**src/rtl/impulse_noise_injector.sv**
```systemverilog
// ---------------------------------------------------------------------------
// impulse_noise_injector
//
// Streaming salt-and-pepper noise source. Each accepted pixel is replaced by
// an impulse (T1 = pepper, T2 = salt) when an LFSR draw falls below the
// programmable density, otherwise it passes through unchanged. Per-beat
// injection flags and saturating counters let a downstream detector/filter
// be scored against the ground truth.
//
// Ports
//   clk, rst            rising-edge clock, synchronous active-high reset
//   s_valid/s_ready     input handshake, s_data input pixel
//   density             injection threshold (rnd < density injects, 0 = bypass)
//   m_valid/m_ready     output handshake
//   m_data              output pixel (original or impulse)
//   m_noise             1 when this output beat was injected
//   clr_cnt             synchronous clear of both counters
//   pix_cnt, noise_cnt  saturating accepted / injected pixel counts
// ---------------------------------------------------------------------------
module impulse_noise_injector #(
  parameter int                    DATA_WIDTH = 8,
  parameter logic [DATA_WIDTH-1:0] T1         = '0,
  parameter logic [DATA_WIDTH-1:0] T2         = '1,
  parameter logic [15:0]           SEED       = 16'hACE1,
  parameter int                    CNT_WIDTH  = 24
) (
  input  logic                  clk,
  input  logic                  rst,
  input  logic                  s_valid,
  output logic                  s_ready,
  input  logic [DATA_WIDTH-1:0] s_data,
  input  logic [7:0]            density,
  output logic                  m_valid,
  input  logic                  m_ready,
  output logic [DATA_WIDTH-1:0] m_data,
  output logic                  m_noise,
  input  logic                  clr_cnt,
  output logic [CNT_WIDTH-1:0]  pix_cnt,
  output logic [CNT_WIDTH-1:0]  noise_cnt
);

  // An all-zero LFSR would lock up, so a zero seed is replaced.
  localparam logic [15:0]          SEED_EFF = (SEED == 16'h0000) ? 16'h0001 : SEED;
  localparam logic [CNT_WIDTH-1:0] CNT_MAX  = '1;

  logic [15:0]           lfsr;
  logic [15:0]           lfsr_next;
  logic                  accept;
  logic                  inject;
  logic [DATA_WIDTH-1:0] pix_out;

  // Single output register: a new pixel may enter whenever the register is
  // empty or is being drained this cycle.
  assign s_ready = !m_valid || m_ready;
  assign accept  = s_valid && s_ready;

  // x^16 + x^14 + x^13 + x^11 + 1, Fibonacci form. The decision uses the
  // advanced value, so the first accepted pixel already sees a fresh draw.
  assign lfsr_next = {lfsr[14:0], lfsr[15] ^ lfsr[13] ^ lfsr[12] ^ lfsr[10]};
  assign inject    = lfsr_next[7:0] < density;
  assign pix_out   = inject ? (lfsr_next[8] ? T2 : T1) : s_data;

  // NOTE: all state is updated with non-blocking assignments so every
  // register samples the pre-edge values of its neighbours.
  always_ff @(posedge clk) begin
    if (rst) begin
      lfsr      <= SEED_EFF;
      m_valid   <= 1'b0;
      m_data    <= '0;
      m_noise   <= 1'b0;
      pix_cnt   <= '0;
      noise_cnt <= '0;
    end else begin
      // The LFSR steps only on accept, so stalls never consume draws.
      if (accept) begin
        lfsr    <= lfsr_next;
        m_data  <= pix_out;
        m_noise <= inject;
        m_valid <= 1'b1;
      end else if (m_ready) begin
        m_valid <= 1'b0;
      end

      // Clear takes priority over a same-cycle increment.
      if (clr_cnt) begin
        pix_cnt   <= '0;
        noise_cnt <= '0;
      end else if (accept) begin
        if (pix_cnt != CNT_MAX) pix_cnt <= pix_cnt + 1'b1;
        if (inject && noise_cnt != CNT_MAX) noise_cnt <= noise_cnt + 1'b1;
      end
    end
  end

endmodule
```
**config.mk**
```make
export PLATFORM = sky130hd
export DESIGN_NAME = impulse_noise_injector
export DESIGN_NICKNAME = d
export VERILOG_FILES = /design/src/rtl/impulse_noise_injector.sv
export SDC_FILE = /design/constraint.sdc
export NUM_CORES = 1
export LEC_CHECK = 0
export BUFFER_PORTS_ARGS = -buffer_cell sky130_fd_sc_hd__buf_4
export CORE_MARGIN = 3
export CORE_UTILIZATION = 50
export CTS_CLUSTER_SIZE = 14
export DETAILED_ROUTE_END_ITERATION = 10
export PLACE_DENSITY = 0.81
export SETUP_SLACK_MARGIN = 0.2
export SLEW_MARGIN = 20
export SYNTH_ARGS = -nofsm -noshare
export SYNTH_HDL_FRONTEND = slang
export SYNTH_SLANG_ARGS = --single-unit
```
**constraint.sdc**
```tcl
create_clock -name clk -period 7.2 [get_ports clk]
set_clock_uncertainty 0.15 [all_clocks]
set_input_delay 0.72 -clock clk [delete_from_list [all_inputs] [get_ports clk]]
set_output_delay 0.72 -clock clk [all_outputs]
set_load 0.01 [all_outputs]
```
# Word-level counts from Yosys, hierarchy flattened
# Cells that the tools add are included.
# word_totals
regBits	74
output_inout_bits	59
wordCells	26
# op_classes
n_addsub	2
magnitude_cmp	1
n_eq_ne	2
mux	4
n_bitwise	3
n_reduce_logical	8
# op_table
cell	count
$add A24 B1 Y24 const B	2
$ne A24 B24 Y1 const B	2
$mux W8	2
$lt A8 B8 Y1	1
$reduce_and A2 Y1	2
$xor A1 B1 Y1	3
$logic_and A1 B1 Y1	2
$mux W1	2
$reduce_bool A2 Y1	1
$reduce_or A2 Y1	1
$logic_not A1 Y1	1
$logic_or A1 B1 Y1	1

# Logic depth before layout (Yosys ltp)
# depth
depth_word	6
depth_mapped	9
ltp_nobuf	8

# Worst setup path after synthesis
# OpenSTA, ideal clock, no wires.
# synth_path
path_type	in2reg
from	in density[6]
to	reg noise_cnt[17]
setup_ns	0.070
arrival_time_ns	2.601
t_required_ns	6.980
slack_ns	4.378
stages	8
n_path_buf	0
cell_sequence	inv_1 > ha_1 > and4_1 > a21o_1 > a2111oi_4 > nand2_2 > or4_1 > a21oi_1
# synth_via
elab_chain_cells	3
# synth_lines
item	line	text
from (decl)	32	input logic [7:0] density,
$lt A8 B8 Y1	60	assign inject = lfsr_next[7:0] < density;
$logic_and A1 B1 Y1	90	if (inject && noise_cnt != CNT_MAX) noise_cnt <= noise_cnt + 1'b1;
$reduce_and A2 Y1 (no line)	n/a	
to (signal assigned)	90	
to (decl)	39	output logic [CNT_WIDTH-1:0] noise_cnt
# No other way between the ends.
# A chain may end at the register's enable or synchronous reset.

# Worst setup path in the final report
# Same ends and word-level chain as after synthesis.

==> results.ini <==
[global_routing]
track_usage_pct=20.7
grt_pass1_wl_um=13100
grt_use_met2_pct=32.9
grt_overflow=0
antenna_found_initial=0
top_usage_layer=met2
grt_pass1_vias=2876
met3_usage_pct=5.07
gr-usage-met1_pct=27.1
grt_start_max_net_pins=47

[finish]
fillers=562
stdcell_area_um2=4310
area_growth_pct=24.8
drive_gt1_share_pct=20.8
fin_nets=525
num_antenna_cells=0
final_common_cell=buf_4
layout_common_cells=81 x buf_4, 74 x dfxtp_1, 56 x nor2_1

[synthesis]
synth_xor_area_share_pct=9.12
synth_top_family_by_area=simple AND/OR/NAND/NOR gates
synth.distinct_cells=40
synth_nets=451
synth-async-reset-ratio_pct=0
synthFlopType=dfxtp_1
synth_edf_count=0
synth_area_um2=3460
synth_cells=421
yosys.area_share.adder_pct=3.26
ys_seq_elements=74
synth-compound-area-share_pct=8.15
synth-simple-area-share_pct=33.0
syn_area_per_cell_um2=8.21
seq_area_frac_synth_pct=42.9
synth.area.mux_share_pct=0.579
yosysWarnings=0

[timing]
finalSetupViolations=0
final.period_utilization_pct=46.1
setup_tns_ns=0
fin_crit_ns=3.32
tightest_slew_ns=0.930
fmaxAchievable_mhz=302
slew_viol_final=0
slew_headroom_pct=38.0
hold_viol=0
grt_setup_unrepaired=false

[route]
post_drt_via_cell_ratio=5.56
route.final.wire_length_um=7820
dr.pass1.iters=4
wl_per_cell_um=13.6
first_iter_violations=146
via_count=3211
ant_nets=0
drc=0

[floorplan]
num_rows=29
die-height_um=89.1
design.core.area_um2=6530
initial_core_util_pct=52.9
die_w_um=89.1
num_io_pins=80
die_area_um2=7950

[power]
power_density_nw_per_um2=198
leakagePower_nw=1.72
vdd_drop_max_uv=132

[worst_setup_path]
path_class=primary input to flop
required_ns=7.30
arrival_ns=3.42
start_kind=primary input
cp_max_fo=17
worstSetupEndpointType=flop

[clock_tree]
cts_buffer_depth=2
cts_max_level=3
cts_resized=0
root_buffer=clkbuf_8
cts_buffers=9
clock_sinks=74
cts_setup_buffers=0
clk_pin_slew_ns=0.07
cts-hold-fix-buffers=0
clkLatencyLatePin_ns=0.33
cts_tree=yes

[outcome]
status=finished clean

[place]
hpwlAfterDp_um=5700
port_buffers=79
place_area_um2=4100
gp_congestion=0.848

[hold_path]
hold_path.class=flop to flop

[job]
maxCapViolCount=0

==> power by group <==
part | total (mW) | internal (mW) | switching [mW]
registers | 0.430 | 0.421 | 0.00836
logic | 0.0767 | 0.0339 | 0.0429
clock network | 0.346 | 0.204 | 0.142
==> path summary, 6_finish.rpt <==
path	depth (start not counted)	startpoint	slack, ns	endpoint
setup / recovery	9	density[6]	3.88	noise_cnt[17]
setup reg to reg	7	lfsr[5]	4.07	noise_cnt[17]
hold / removal	2	lfsr[11]	0.31	lfsr[12]
hold reg to reg	2	lfsr[11]	0.31	lfsr[12]
==> layout make-up <==
cell class	instances	area, um^2	area share [%]
clock inverters	5	77.6	1.80
clock buffers	11	141	3.28
multi-input cells	320	1880	43.5
flip-flops and latches	74	1480	34.3
well taps	77	96.3	2.23
inverters	9	33.8	0.783
repair buffers	81	608	14.1
==> stage by stage <==
step	std cells	power, mW	util (%)	setup WS [ns]	hold slack, ns
after floorplan	421	0.487	-	4.38	0.282
after global placement	561	0.513	62.6	3.71	0.291
after detailed placement	561	0.516	62.7	3.58	0.305
after CTS	577	0.862	66.1	3.92	0.315
after global routing	577	0.894	66.1	3.69	0.327
final	577	0.852	66.1	3.88	0.310
==> critical path, stage by stage <==
cell and delay (ns):
buf_4 0.08, inv_1 0.04, ha_1 0.29, and4_1 0.22
a21o_1 0.22, a2111oi_4 0.77, nand2_2 0.35, or4_1 0.57
a21oi_1 0.16
==> synth_stat cells, types with 7 or more instances <==
cell type	instances	area, um^2
nand3b_1	9	67.6
ha_1	9	113
and3_1	9	56.3
inv_1	9	33.8
nand3_1	27	135
nand2_1	52	195
xor2_1	24	210
clkbuf_1	14	52.6
or3_1	8	50.1
nand4_1	16	100
a21oi_1	22	110
xnor2_1	12	105
o21ai_0	7	35.0
dfxtp_1	74	1480
nor3_1	26	130
nor2_1	56	210
==> kinds of logic after synthesis <==
family / after synthesis
AND/OR/NAND/NOR: 229
flip-flops: 74
AO/OA/AOI/OAI: 44
XOR/XNOR: 36
buffers and inverters: 27
adder cells (fa/ha/maj): 9
multiplexers: 2
==> layer usage <==
metal / vias to the layer above / part of all wire [%] / routed length [um]
met5: - / 0 / 0
li1: 1619 / - / -
met3: 7 / 5.6 / 438
met2: 83 / 48 / 3750
met1: 1502 / 46 / 3580
met4: 0 / 0.64 / 50
==> flip-flops by register name, indices dropped and copies added (netlist names) <==
signal and flops:
m_data 8, noise_cnt 24, pix_cnt 24, m_valid 1, m_noise 1, lfsr 16
Power figures use the tool's default switching activity.
